--- src/rtl/pipelined_multiplier.sv ---
// Unsigned DATA_LEN x DATA_LEN multiplier returning the low DATA_LEN bits of
// the product. The multiplier b is cut into PIPELINE_STAGE slices; each stage
// adds one shifted partial product to a running accumulator. Stage 0 is purely
// combinational from the inputs, every later stage ends in a register, so the
// register latency is PIPELINE_STAGE-1. There is no handshake: a new operand
// pair is accepted every cycle and result is simply sampled after the latency.
module pipelined_multiplier #(
   parameter int DATA_LEN       = 32,
   parameter int PIPELINE_STAGE = 2
) (
   input  logic                clk,
   input  logic                reset,
   input  logic [DATA_LEN-1:0] a,
   input  logic [DATA_LEN-1:0] b,
   output logic [DATA_LEN-1:0] result
);

   // Slice width rounds up, so the last slice may be narrower or even empty;
   // an empty slice shifts its partial product entirely out of the result.
   localparam int SLICE_W  = (DATA_LEN + PIPELINE_STAGE - 1) / PIPELINE_STAGE;
   localparam int NUM_REGS = PIPELINE_STAGE - 1;

   function automatic logic [DATA_LEN-1:0] low_mask();
      logic [DATA_LEN-1:0] m;
      for (int i = 0; i < DATA_LEN; i++) begin
         m[i] = (i < SLICE_W);
      end
      return m;
   endfunction

   localparam logic [DATA_LEN-1:0] SLICE_MASK = low_mask();

   logic [DATA_LEN-1:0] acc0;

   // Stage 0: partial product of a with the lowest slice of b.
   always_comb begin
      acc0 = a * (b & SLICE_MASK);
   end

   if (NUM_REGS == 0) begin : g_comb
      assign result = acc0;
   end else begin : g_pipe
      // Slices of b not consumed yet, aligned so the next slice sits at bit 0.
      logic [DATA_LEN-1:0] brem0;
      assign brem0 = b >> SLICE_W;

      for (genvar k = 1; k <= NUM_REGS; k++) begin : g_stage
         logic [DATA_LEN-1:0] acc_in;
         logic [DATA_LEN-1:0] a_in;
         logic [DATA_LEN-1:0] brem_in;
         logic [DATA_LEN-1:0] acc_q;

         if (k == 1) begin : g_src
            assign acc_in  = acc0;
            assign a_in    = a;
            assign brem_in = brem0;
         end else begin : g_src
            assign acc_in  = g_stage[k-1].acc_q;
            assign a_in    = g_stage[k-1].g_fwd.a_q;
            assign brem_in = g_stage[k-1].g_fwd.brem_q;
         end

         // Accumulate slice k of b, weighted by its bit position.
         always_ff @(posedge clk) begin
            if (!reset) begin
               acc_q <= '0;
            end else begin
               acc_q <= acc_in + ((a_in * (brem_in & SLICE_MASK)) << (k * SLICE_W));
            end
         end

         // The operands only travel on while a later stage still needs them.
         if (k < NUM_REGS) begin : g_fwd
            logic [DATA_LEN-1:0] a_q;
            logic [DATA_LEN-1:0] brem_q;

            // Forward a and the remaining b slices alongside the accumulator.
            always_ff @(posedge clk) begin
               if (!reset) begin
                  a_q    <= '0;
                  brem_q <= '0;
               end else begin
                  a_q    <= a_in;
                  brem_q <= brem_in >> SLICE_W;
               end
            end
         end
      end

      assign result = g_stage[NUM_REGS].acc_q;
   end

endmodule

--- config.mk ---
export PLATFORM = sky130hd
export DESIGN_NAME = pipelined_multiplier
export DESIGN_NICKNAME = d
export VERILOG_FILES = /design/src/rtl/pipelined_multiplier.sv
export SDC_FILE = /design/constraint.sdc
export NUM_CORES = 1
export LEC_CHECK = 0
export CORE_UTILIZATION = 30
export DETAILED_ROUTE_END_ITERATION = 6
export PLACE_DENSITY = 0.56
export SYNTH_ARGS = -nofsm -noshare
export SYNTH_HDL_FRONTEND = slang
export SYNTH_SLANG_ARGS = --single-unit
--- constraint.sdc ---
create_clock -name clk -period 22.2 [get_ports clk]
set_clock_uncertainty 0.1 [all_clocks]
set_input_delay 4.44 -clock clk [delete_from_list [all_inputs] [get_ports clk]]
set_output_delay 4.44 -clock clk [all_outputs]
set_load 0.005 [all_outputs]
==> results.md, run 1 <==
* Status: complete, no violations
* Mapped Avg Cell Area at about 8.9 µm²
* Worst EP arrival at between 10 and 15 ns
* Ys async rst share at 0%
* Synth Warn # at 0
* Drt drc at 0
* PortBufs at 97
* Clk sinks at 32
* Initial core utilization at just over 30%
* Synth unique cells at between 50 and 60
* Worst EP required at 22.32 ns
* Slowest CP cell: clkdlybuf4s50_1
* Worst hold stages at 2
* Total track usage at about 17%
* DRT iter0 DRCs at 538
* Die height at 238.2 µm
* Core Rows at between 80 and 90
* Crit path launch type: input port
* Register bit total from synthesis at 32
* H-tree levels at 2
* First-pass GRT wire length at 76,220 µm
* Final ANT Viol Nets at 0
* Final Util at between 30% and 40%
* Nature of the critical path endpoint: flop
* Stages on worst setup path at 30
* Root Driver: clkbuf_16
* Final Hold Vio Count at 0
* Ys flop type: dfxtp_1
* RSZ-0062 raised after global routing: false
* Die Span X at between 200 and 250 µm
* Max-slew violations at 0
* Min-delay worst type: input port to flop
* Fmax at approximately 75 MHz
* Largest stage delay, worst path at between 0.9 and 1 ns
* Max reg flops at 32
* Cell Count, Final, Fillers Out at about 2.7k
* Placed cells at about 2.7k
* Initial antenna violation count at 3
* Max-slew headroom at roughly a quarter
* Vias at ~12k
* Post-synthesis sequential area ratio at ~3.8%
* Setup tns final at 0 ns
* Layout cells sized above 1 at 2.393%
* First drt pass iteration count at 6
* Routed wire length at between 40,000 and 50,000 µm
* Finish-stage setup viols at 0
* Max Root-Sink Buffers at 2
* Fillers at between 5k and 6k
* Reg clk slew, reported paths at roughly 0.080 ns
* Area growth from synthesis to layout at 11.34%
* Gr ovfl total at 0
* CTS Buf Count at 5
* Tcrit/Tclk final at around three fifths
* Post-CTS sizing at 0
* Number of synthesized flops with an enable pin at 0
* Mapped cell area at 16,730 µm²
* IO Pins at about 100
* Critical path class: input port to flop
* Post-CTS Setup Inserts at 0
* DIE AREA at between 50,000 and 60,000 µm²
* Vias in the first global route at around 14k
* Critical path's top delay family: adder cells
* DP Wirelength at between 30,000 and 40,000 µm
* Vias per cell at approximately 4.6
* Minimum clock period at about 13 ns
* Wire length per cell at roughly 17 µm
* Final #Nets at roughly 2.5k
* Worst Max-Slew Pin Slew at roughly 1.1 ns
* Hold buffers post-CTS at 0
* Worst-path maximum fanout at 15
* GP Congestion at between 0.8 and 0.9
* WP buf/inv at 5
* Core area at roughly 55,000 µm²
* Post-Syn Nets at between 2k and 2.5k
* CTS tree: yes
* MaxCap Viol Count at 0
* Post-Syn Instances at between 1.5k and 2k
* Crit-path most repeated cell: fa_1
* Largest net degree at the start of global routing at 33
-- cell families after synthesis --
kind of cell | Yosys count | share of synthesized area [%]
flops | 32 | 3.828
xor+xnor | 86 | 4.666
mux | 3 | 0.1795
simple gates | 620 | 18.63
fa+ha+maj | 525 | 57.11
buf+inv | 525 | 11.81
compound gates | 93 | 3.776
-- layout by cell type (no fill, tap or decap), drive strengths merged, types with 6 or more instances in the layout --
| master | synthesis | routed |
|---|---|---|
| fa | 398 | 398 |
| xnor2 | 61 | 61 |
| dfxtp | 32 | 32 |
| nor2 | 31 | 31 |
| nand2 | 273 | 273 |
| and2 | 274 | 274 |
| buf | 6 | 25 |
| a211oi | 6 | 6 |
| clkdlybuf4s50 | 0 | 95 |
| xor2 | 23 | 23 |
| and3 | 7 | 7 |
| nand3 | 6 | 6 |
| a21o | 11 | 11 |
| ha | 127 | 127 |
| inv | 435 | 435 |
| a21oi | 28 | 28 |
| o21ai | 23 | 23 |
-- synthesized netlist by cell type (all sizes together), types with 3 or more instances --
master	instances	share of area, %
nor2	31	0.70
and3	7	0.26
nand2b	4	0.15
a211oi	6	0.30
mux2i	3	0.18
o21ai	23	0.73
nand3	6	0.18
or3	5	0.19
and2	274	10
ha	127	9.5
buf	6	0.16
clkbuf	84	1.9
o21bai	5	0.22
fa	398	48
a21o	11	0.49
nor3	5	0.15
xor2	23	1.2
nand4	3	0.11
xnor2	61	3.2
inv	435	9.8
or2	3	0.11
nand2	273	6.1
o21a	5	0.22
dfxtp	32	3.8
a21oi	28	0.86
-- metrics by stage --
stage          setup WS, ns  area, µm²  hold WS, ns
4_1_cts               8.792      18630        4.716
3_3_place_gp          8.550      18460        5.042
2_1_floorplan         9.562      16730        4.486
6_report              8.777      18630        4.747
5_1_grt               8.263      18630        4.745
3_5_place_dp          8.460      18460        5.041
-- cell type report --
type                    count  area (µm²)  area share (%)
well taps                 748       935.9           5.023
multi-input cells        1327       14120           75.78
repair buffers            120        1134           6.085
clock inverters             3       42.54          0.2283
clock buffers               5       125.1          0.6716
diodes                      1       2.502         0.01343
inverters                 435        1633           8.764
flip-flops and latches     32       640.6           3.439
-- final timing paths --
check	endpoint	slack, ns	startpoint
max	result[31]	8.78	b[17]
min	result[0]	4.75	b[0]
-- per-layer routing --
| layer | share of wire (%) | vias to the layer above | global-route usage, % |
|---|---|---|---|
| li1 | - | 5520 | - |
| met1 | 45 | 6331 | 23.52 |
| met2 | 49 | 316 | 30.33 |
| met3 | 4.4 | 45 | 1.689 |
| met4 | 1.7 | 0 | 3.419 |
| met5 | 0 | - | 0 |
Power of run 1 is left out: the tool's default activity adds up to more than one toggle a clock period on the data nets, which glitch-free logic cannot reach.
==> inputs of run 2 (changes only) <==
--- a/config.mk
+++ b/config.mk
@@ -7,7 +7,7 @@
 export LEC_CHECK = 0
 export CORE_UTILIZATION = 30
 export DETAILED_ROUTE_END_ITERATION = 6
-export PLACE_DENSITY = 0.56
+export PLACE_DENSITY = 0.57
 export SYNTH_ARGS = -nofsm -noshare
 export SYNTH_HDL_FRONTEND = slang
 export SYNTH_SLANG_ARGS = --single-unit
==> constraint.sdc (replaced) <==
create_clock -name clk -period 12.2 [get_ports clk]
set_clock_uncertainty 0.1 [all_clocks]
set_input_delay 2.44 -clock clk [delete_from_list [all_inputs] [get_ports clk]]
set_output_delay 2.44 -clock clk [all_outputs]
set_load 0.005 [all_outputs]
==> results.md, run 2 (synthesis results as in run 1) <==
* Initial core utilization at between 30% and 40%
* Finish-stage setup viols at 0
* Max-slew violations at 0
* DIE AREA at between 50,000 and 60,000 µm²
* Vias per cell at roughly 4.6
* Reg clk slew, reported paths at approximately 0.07 ns
* Min-delay worst type: input port to flop
* Hold buffers post-CTS at 0
* Drt drc at 0
* H-tree levels at 2
* Post-CTS sizing at 0
* WP buf/inv at 6
* Die height at about 240 µm
* Minimum clock period at 11.28 ns
* Setup tns final at 0 ns
* Initial antenna violation count at 2
* Slowest CP cell: clkdlybuf4s50_1
* Status: complete, no violations
* Gr ovfl total at 0
* Area growth from synthesis to layout at 11.59%
* Final #Nets at about 2.5k
* Routed wire length at 46,930 µm
* Worst EP arrival at approximately 11 ns
* Crit-path most repeated cell: fa_1
* DRT iter0 DRCs at 692
* Vias at 12.28k
* DP Wirelength at 38,550 µm
* Worst Max-Slew Pin Slew at about 1.2 ns
* Final ANT Viol Nets at 0
* Core area at approximately 55,000 µm²
* Largest stage delay, worst path at 0.68 ns
* IO Pins at about 100
* Critical path's top delay family: adder cells
* Total track usage at 17.46%
* Layout cells sized above 1 at under 10%
* Vias in the first global route at between 10k and 15k
* Clk sinks at 32
* Post-CTS Setup Inserts at 0
* CTS Buf Count at 5
* RSZ-0062 raised after global routing: false
* First-pass GRT wire length at approximately 76,000 µm
* Worst EP required at approximately 12 ns
* Fmax at roughly 90 MHz
* Largest net degree at the start of global routing at 33
* Die Span X at 238.2 µm
* CTS tree: yes
* Nature of the critical path endpoint: flop
* Max Root-Sink Buffers at 2
* Wire length per cell at around 18 µm
* Max-slew headroom at between 20% and 30%
* Crit path launch type: input port
* Worst-path maximum fanout at 11
* Tcrit/Tclk final at approximately 92%
* PortBufs at 97
* Final Hold Vio Count at 0
* Critical path class: input port to flop
* Core Rows at between 80 and 90
* MaxCap Viol Count at 0
* Leading cell type in the layout, fill and taps excluded: inv_1
* First drt pass iteration count at 5
* Most frequent cells in the layout: inv_1, fa_1, and2_1
* GP Congestion at 0.8513
* Root Driver: clkbuf_16
* Max reg flops at 32
[run 2: layout make-up]
type	instances	area [µm²]
fill	5764	36420
multi-input combinational	1327	14120
inverter	435	1633
timing repair buffer	125	1176
tap	748	935.9
sequential	32	640.6
clock buffer	5	125.1
clock inverter	3	42.54
antenna	1	2.502
[run 2: path summary, 6_finish.rpt]
check             startpoint         end  slack (ns)  cells after the start
hold / removal          b[0]   result[0]        3.00                      3
setup / recovery       b[21]  result[31]        0.92                     31
[run 2: per-stage QoR]
step / utilization [%] / hold WS (ns) / cells / area (µm²) / worst slack, ns
3_3_place_gp: 33.58 / 3.043 / 2667 / 18500 / 0.6008
5_1_grt: 33.89 / 3.013 / 2676 / 18670 / 0.3714
4_1_cts: 33.89 / 2.990 / 2675 / 18670 / 0.8704
3_5_place_dp: 33.58 / 3.045 / 2667 / 18500 / 0.5491
2_1_floorplan: - / 2.486 / 1884 / 16730 / 1.562
6_report: 33.89 / 3.003 / 2676 / 18670 / 0.9180
[run 2: per-layer routing]
layer	global-route usage [%]	routed length, µm	vias to the layer above
li1	-	-	5522
met1	23.29	20970	6367
met2	29.00	22290	312
met3	2.152	1989	76
met4	6.391	1663	2
met5	0	14	-
Power of run 2 is left out for the same reason.
